### src/rtl/reg_read_issue_scoreboard.sv
// Read/issue stage between decode and execute: tracks in-flight destination writes per register,
// stalls ops on read-after-write hazards and drives the register file read/write ports.
module reg_read_issue_scoreboard #(
    parameter int NUM_REGS    = 16,
    parameter int SEL_W       = 4,
    parameter int DATA_W      = 32,
    parameter int MAX_PENDING = 3
) (
    input  logic                clk,
    input  logic                rst,
    input  logic                in_valid,
    output logic                in_ready,
    input  logic [SEL_W-1:0]    in_sel_ra,
    input  logic [SEL_W-1:0]    in_sel_rb,
    input  logic [SEL_W-1:0]    in_sel_rc,
    input  logic                in_use_ra,
    input  logic                in_use_rb,
    input  logic                in_use_rc,
    input  logic                in_dest_en,
    input  logic [SEL_W-1:0]    in_dest_sel,
    output logic                out_valid,
    input  logic                out_ready,
    output logic [DATA_W-1:0]   out_data_ra,
    output logic [DATA_W-1:0]   out_data_rb,
    output logic [DATA_W-1:0]   out_data_rc,
    output logic                out_dest_en,
    output logic [SEL_W-1:0]    out_dest_sel,
    input  logic                wb_en,
    input  logic [SEL_W-1:0]    wb_sel,
    input  logic [DATA_W-1:0]   wb_data,
    output logic [SEL_W-1:0]    rf_read_sel_ra,
    output logic [SEL_W-1:0]    rf_read_sel_rb,
    output logic [SEL_W-1:0]    rf_read_sel_rc,
    input  logic [DATA_W-1:0]   rf_read_data_ra,
    input  logic [DATA_W-1:0]   rf_read_data_rb,
    input  logic [DATA_W-1:0]   rf_read_data_rc,
    output logic                rf_write_en,
    output logic [SEL_W-1:0]    rf_write_sel,
    output logic [DATA_W-1:0]   rf_write_data,
    output logic [NUM_REGS-1:0] busy_vec,
    output logic                err_underflow
);

    localparam int CNT_W = $clog2(MAX_PENDING + 1);
    localparam logic [CNT_W-1:0] CNT_ONE = CNT_W'(1);
    localparam logic [CNT_W-1:0] CNT_MAX = CNT_W'(MAX_PENDING);

    // Handshakes: a transfer happens on a cycle where valid and ready are both high; a producer
    // holds valid and payload stable until that cycle and never derives valid from ready.
    logic [CNT_W-1:0]    pend_cnt [NUM_REGS];
    logic [SEL_W-1:0]    hold_sel [3];
    logic [SEL_W-1:0]    src_sel  [3];
    logic [2:0]          src_use;
    logic [2:0]          src_haz;
    logic                dest_full;
    logic                stall_out;
    logic                accept;
    logic                underflow;
    logic [NUM_REGS-1:0] inc_vec;
    logic [NUM_REGS-1:0] dec_vec;

    assign src_sel[0] = in_sel_ra;
    assign src_sel[1] = in_sel_rb;
    assign src_sel[2] = in_sel_rc;
    assign src_use    = {in_use_rc, in_use_rb, in_use_ra};

    // A source whose only pending write lands this cycle is read through the register file bypass.
    always_comb begin
        src_haz = '0;
        for (int i = 0; i < 3; i++) begin
            src_haz[i] = src_use[i] && (src_sel[i] != '0) && (pend_cnt[src_sel[i]] != '0)
                         && !((pend_cnt[src_sel[i]] == CNT_ONE) && wb_en && (wb_sel == src_sel[i]));
        end
    end

    assign dest_full = in_dest_en && (in_dest_sel != '0) && (pend_cnt[in_dest_sel] == CNT_MAX)
                       && !(wb_en && (wb_sel == in_dest_sel));
    assign stall_out = out_valid && !out_ready;
    assign in_ready  = !stall_out && (src_haz == '0) && !dest_full;
    assign accept    = in_valid && in_ready;
    assign underflow = wb_en && (wb_sel != '0) && (pend_cnt[wb_sel] == '0);

    always_comb begin
        inc_vec  = '0;
        dec_vec  = '0;
        busy_vec = '0;
        for (int r = 0; r < NUM_REGS; r++) begin
            inc_vec[r]  = (r != 0) && accept && in_dest_en && (in_dest_sel == SEL_W'(r));
            dec_vec[r]  = (r != 0) && wb_en && (wb_sel == SEL_W'(r)) && (pend_cnt[r] != '0);
            busy_vec[r] = (pend_cnt[r] != '0);
        end
    end

    always_ff @(posedge clk) begin
        if (rst) begin
            for (int r = 0; r < NUM_REGS; r++) begin
                pend_cnt[r] <= '0;
            end
        end else begin
            for (int r = 0; r < NUM_REGS; r++) begin
                if (inc_vec[r] && !dec_vec[r]) begin
                    pend_cnt[r] <= pend_cnt[r] + 1'b1;
                end else if (dec_vec[r] && !inc_vec[r]) begin
                    pend_cnt[r] <= pend_cnt[r] - 1'b1;
                end
            end
        end
    end

    always_ff @(posedge clk) begin
        if (rst) begin
            out_valid     <= 1'b0;
            out_dest_en   <= 1'b0;
            out_dest_sel  <= '0;
            err_underflow <= 1'b0;
            for (int i = 0; i < 3; i++) begin
                hold_sel[i] <= '0;
            end
        end else begin
            if (accept) begin
                out_valid    <= 1'b1;
                out_dest_en  <= in_dest_en;
                out_dest_sel <= in_dest_sel;
                for (int i = 0; i < 3; i++) begin
                    hold_sel[i] <= src_sel[i];
                end
            end else if (out_ready) begin
                out_valid <= 1'b0;
            end
            if (underflow) begin
                err_underflow <= 1'b1;
            end
        end
    end

    // While the output is stalled the register file keeps re-reading the held sources, which keeps
    // the operand data stable: no writer can be in flight for a source that passed the hazard check.
    assign rf_read_sel_ra = stall_out ? hold_sel[0] : in_sel_ra;
    assign rf_read_sel_rb = stall_out ? hold_sel[1] : in_sel_rb;
    assign rf_read_sel_rc = stall_out ? hold_sel[2] : in_sel_rc;

    assign out_data_ra = rf_read_data_ra;
    assign out_data_rb = rf_read_data_rb;
    assign out_data_rc = rf_read_data_rc;

    assign rf_write_en   = wb_en;
    assign rf_write_sel  = wb_sel;
    assign rf_write_data = wb_data;

endmodule
### config.mk
export PLATFORM = sky130hd
export DESIGN_NAME = reg_read_issue_scoreboard
export DESIGN_NICKNAME = d
export VERILOG_FILES = /design/src/rtl/reg_read_issue_scoreboard.sv
export SDC_FILE = /design/constraint.sdc
export NUM_CORES = 1
export LEC_CHECK = 0
export CELL_PAD_IN_SITES_DETAIL_PLACEMENT = 2
export CELL_PAD_IN_SITES_GLOBAL_PLACEMENT = 2
export CORE_UTILIZATION = 21
export CTS_CLUSTER_DIAMETER = 40
export CTS_CLUSTER_SIZE = 40
export DETAILED_ROUTE_END_ITERATION = 10
export PLACE_DENSITY_LB_ADDON = 0.1
export SYNTH_ARGS = -nofsm -noshare
export SYNTH_HDL_FRONTEND = slang
export SYNTH_SLANG_ARGS = --single-unit
### constraint.sdc
create_clock -name clk -period 3.7 [get_ports clk]
set_clock_uncertainty 0.2 [all_clocks]
set_input_delay 0.37 -clock clk [delete_from_list [all_inputs] [get_ports clk]]
set_output_delay 0.37 -clock clk [all_outputs]
set_load 0.02 [all_outputs]
-- After elaboration in Yosys (flattened, before gate mapping)
Memory sizes are Yosys's and may differ from the RTL's.
Cells that the tools add are included.
- register bits after elaboration: 7
- bits in writable memories: 44
- bits of input ports: 157
- word-level logic and storage cells: 420
- memories: 2
- memories (memory ; depth ; bits a word ; read ports ; clocked after Yosys merged registers in ; wr ports ; RTL line ; text):
    pend_cnt ; 16 ; 2 ; 21 ; 0 ; 16 ; 50 ; logic [CNT_W-1:0] pend_cnt [NUM_REGS];
    hold_sel ; 3 ; 4 ; 3 ; 0 ; 3 ; 51 ; logic [SEL_W-1:0] hold_sel [3];
- $add $sub $neg: 30
- equality and inequality tests: 38
- multiplexer cells: 148
- bitwise logic cells: 33
- reductions and logical operators: 165
- operators with widths (kind ; number):
    two-way mux 1 bit ; 112
    logical AND 1 bit ; 101
    equality test 4 bit, second input constant ; 16
    two-way mux 2 bit ; 30
    nonzero test 2 bit ; 20
    logical NOT 1 bit ; 37
    OR 1 bit ; 33
    equality test 4 x 3 -> 1 bit, second input constant ; 8
    adder 2 x 1 -> 2 bit, second input constant ; 15
    subtractor 2 x 1 -> 2 bit, second input constant ; 15
    two-way mux 4 bit ; 6
    nonzero test 4 bit ; 5
    equality test 4 x 2 -> 1 bit, second input constant ; 4
    equality test 4 bit ; 4
    equality test 4 x 1 -> 1 bit, second input constant ; 2
    equality test 2 x 1 -> 1 bit, second input constant ; 3
    logical NOT 3 bit ; 1
    equality test 2 bit, second input constant ; 1
    logical NOT 2 bit ; 1

-- Logic depth before layout (Yosys ltp)
An unclocked memory read counts as a cell.
- word-level depth: 19
- depth in mapped cells: 11
- mapped depth without buffers: 8

-- Worst setup path before layout
No wires, ideal clock.
- kind: in2reg
- from: input in_sel_ra[1]
- to: memory pend_cnt[3][1] in the netlist's numbering, data pin
- setup time: 0.152 ns
- arrival: 3.098 ns
- data required time: 3.348 ns
- setup slack: 0.250 ns
- cell stages on the path: 10
- path buffers: 3
- cell sequence: buf_2 buf_1 mux4_2 a2111oi_2 o21a_1 o32ai_1 or4_1 buf_2 or4b_1 a31oi_1
- RTL lines (what ; RTL line ; text):
    start, declared ; 13 ; input logic [SEL_W-1:0] in_sel_ra,
    end, declared ; 50 ;

==> metrics.txt <==
status finished, final reports clean; required time worst endpoint about 3.7 ns; largest cells by area after synthesis edfxtp_1, buf_4, mux4_2, nand2_1, xnor2_1; Syn Std Cell Area ~0.0057 sq mm; Max FO, Critical Path 9; critical path cell sequence clkdlybuf4s50_1 -> buf_12 -> mux4_2 -> mux2_2 -> a211oi_4 -> o32ai_4 -> or4_4 -> or4b_1 -> a31oi_1; asr flop ratio synth 0; wire per inst roughly 22 um; Hold Path Sink err_underflow; Final Cycle Share 0.9740; hold_buf cts 0; Hold Violations, Final 0; vias per cell ~5; WHS ~0.29 ns; Worst setup SP type input port; worst endpoint data arrival time about 3.6 ns; Synth top cells by count buf_4, nand2_1, nor2_1; Routed WL 22180 um; Post-synth EDFFs 42; Setup CP Type input port to flip-flop; first-iteration detailed-routing DRC count roughly 230; leakage power total approximately 0.0025 uW; antenna violations before repair 0; CTS Buf Count 5; Max H-tree Level 2; gr usage total 0.1598; GRT Max-Usage Layer met2; Core ar. between 0.02 and 0.03 sq mm; Synth top area share 0.2206; Starting Density 0.2133; Synth Warn # 0; Top FF cell, synth edfxtp_1; synth unique cells between 60 and 70; Clock transition at path regs ~0.08 ns; Reg2Reg Capture Point pend_cnt[4][1]; share of layout cells above drive strength 1 0.2588; CTS tree built; maxcap violations 0; Critical R2R Launch pend_cnt[13][0]; post-synth top area cell edfxtp_1; met2 global-route usage 0.2749; I/O pin count approximately 330; Post-Synthesis Cells 687; post-layout minimum cycle time 3.604 ns; ANT nets after route 0; hold path depth 2; GR Util met1 0.2048; Worst IR Drop VDD approximately 0.16 mV; half-perimeter wire length after placement approximately 18000 um; largest net degree at the start of global routing 41; Synth Register Bits between 40 and 50; endpoints failing setup 0; die area ~0.028 sq mm; vias in the first global route roughly 5400; Slew @ Worst Pin 0.7292 ns; R2R depth 10; Crit. End Element flip-flop; Power per Cell Area about 280 mW/mm^2; fillcell total 3050; sequential area share after synthesis 0.2451; first-pass GRT wire length 33980 um; RSZ-0062 raised after global routing true; Worst path max stage delay 0.55 ns; Slowest-stage cell, CP or4_4; setup TNS 0 ns; Die Wd ~170 um; syn nets between 800 and 900; chip height between 150 and 200 um; f_max about 0.28 GHz; I/O Buffers a little under 70; Max-slew headroom 0.5138; Remaining Overflow, GRT 0; HP Class flip-flop to flip-flop; CTS root buf clkbuf_16; count leader, synth buf_4; HP Start err_underflow; via count roughly 5000; Area growth, synth to finish 17.60%; RePlAce Congestion ~0.77; first-pass detailed-route iteration total 4; TritonCTS Sinks 49; fin nets around 840; average cell area after synthesis between 8 and 9 sq um; antenna cells 0; deepest clock path buffer count 2; met3 Resource Use GR 0.02733; Design Power approximately 1900 uW; max-slew violation count 0; flop2flop setup slack ~0.21 ns; latest clock arrival within the worst-skew pair 0.32 ns; DRC viols 0; # rows 60
## metal layers
metal | part of all wire | up-vias | wire [um]
met1 | 0.46 | 2520 | 10210
met2 | 0.48 | 124 | 10690
met4 | 0.021 | 0 | 474
met5 | 0 | - | 0
met3 | 0.036 | 60 | 809
li1 | - | 2289 | -
## state kept, by name, summed over array words and instances (netlist names)
register and count:
out_dest_en 1, hold_sel 12, err_underflow 1, out_valid 1, pend_cnt 30, out_dest_sel 4
## layout by cell type, fill, tap and decap left out, types with 4 or more instances in the layout
master,n
or2_2,8
and3_1,4
nand4_1,17
a311oi_1,8
and2_1,17
nor2b_1,8
or4b_2,4
inv_1,13
a2111oi_0,9
a21oi_1,11
xor2_1,8
a211oi_1,5
mux2_2,9
nand2b_1,29
dfxtp_1,7
nor2_1,51
clkdlybuf4s50_1,66
edfxtp_1,42
nor3b_1,5
xnor2_1,24
clkbuf_16,5
nor3_1,24
buf_12,7
a31oi_1,6
nand3_1,24
mux2i_1,13
mux4_2,19
nand2_1,75
a31o_2,6
buf_4,100
## repair_timing
item / 4_1_cts / 5_1_grt
buffers inserted: 0 / 1
endpoints found under the setup margin: 28 / 20
hold endpoints to repair: 0 / 0
gates resized for setup: 7 / 10
cloned: 0 / 0
pin swaps: 0 / 4
## cells by family after synthesis
kind of cell / Yosys count / synth area share
buffers and inverters: 199 / 0.2250
muxes: 41 / 0.1153
and+or+nand+nor: 292 / 0.2646
other: 1 / 0.0006560
DFF: 49 / 0.2451
adders and majority gates: 1 / 0.002188
AOI/OAI and AO/OA: 72 / 0.09805
xor gates and xnor gates: 32 / 0.04903
## power breakdown
part	leakage (uW)	internal [uW]	switching, uW
Clock	0.0000763	261	267
Sequential	0.000492	641	33.8
Combinational	0.00190	310	359
Total	0.00247	1210	660
## worst max-delay path, delay by kind of cell
kind,cells,cell delay (ns)
buffers and inverters,2,0.67
AO/OA/AOI/OAI,3,0.64
multiplexers,2,0.81
AND/OR/NAND/NOR,2,1.05
## how the worst max path moves through the flow
stage	start	to	slack, ns
finish	in_sel_rb[0]	pend_cnt[3][1]	0.1
detailed placement	in_sel_rb[0]	pend_cnt[11][0]	-0.61
floorplan	in_sel_ra[1]	pend_cnt[3][1]	0.25
global route	in_sel_rb[2]	pend_cnt[8][1]	-0.04
CTS	in_sel_rb[0]	pend_cnt[3][1]	0.01
global placement	in_sel_rb[0]	pend_cnt[11][0]	-0.53
## metrics by stage
| step | setup WS, ns | util | area (sq um) | cells |
|---|---|---|---|---|
| detailed placement | -0.6080 | 0.2412 | 6465 | 1016 |
| global route | -0.03857 | 0.2508 | 6723 | 1025 |
| global placement | -0.5294 | 0.2412 | 6465 | 1016 |
| finish | 0.09607 | 0.2508 | 6723 | 1025 |
| CTS | 0.01136 | 0.2483 | 6655 | 1024 |
| floorplan | 0.2498 | - | 5717 | 687 |
## cell type report
type | count | area, sq um | area share
clock buffer | 5 | 125.1 | 0.01861
clock inverter | 3 | 28.78 | 0.004281
inverter | 13 | 48.80 | 0.007259
multi-input combinational | 439 | 3126 | 0.4649
sequential | 49 | 1401 | 0.2084
tap | 341 | 426.7 | 0.06347
timing repair buffer | 175 | 1567 | 0.2330
Note: power is estimated with default switching activity, not from simulation.
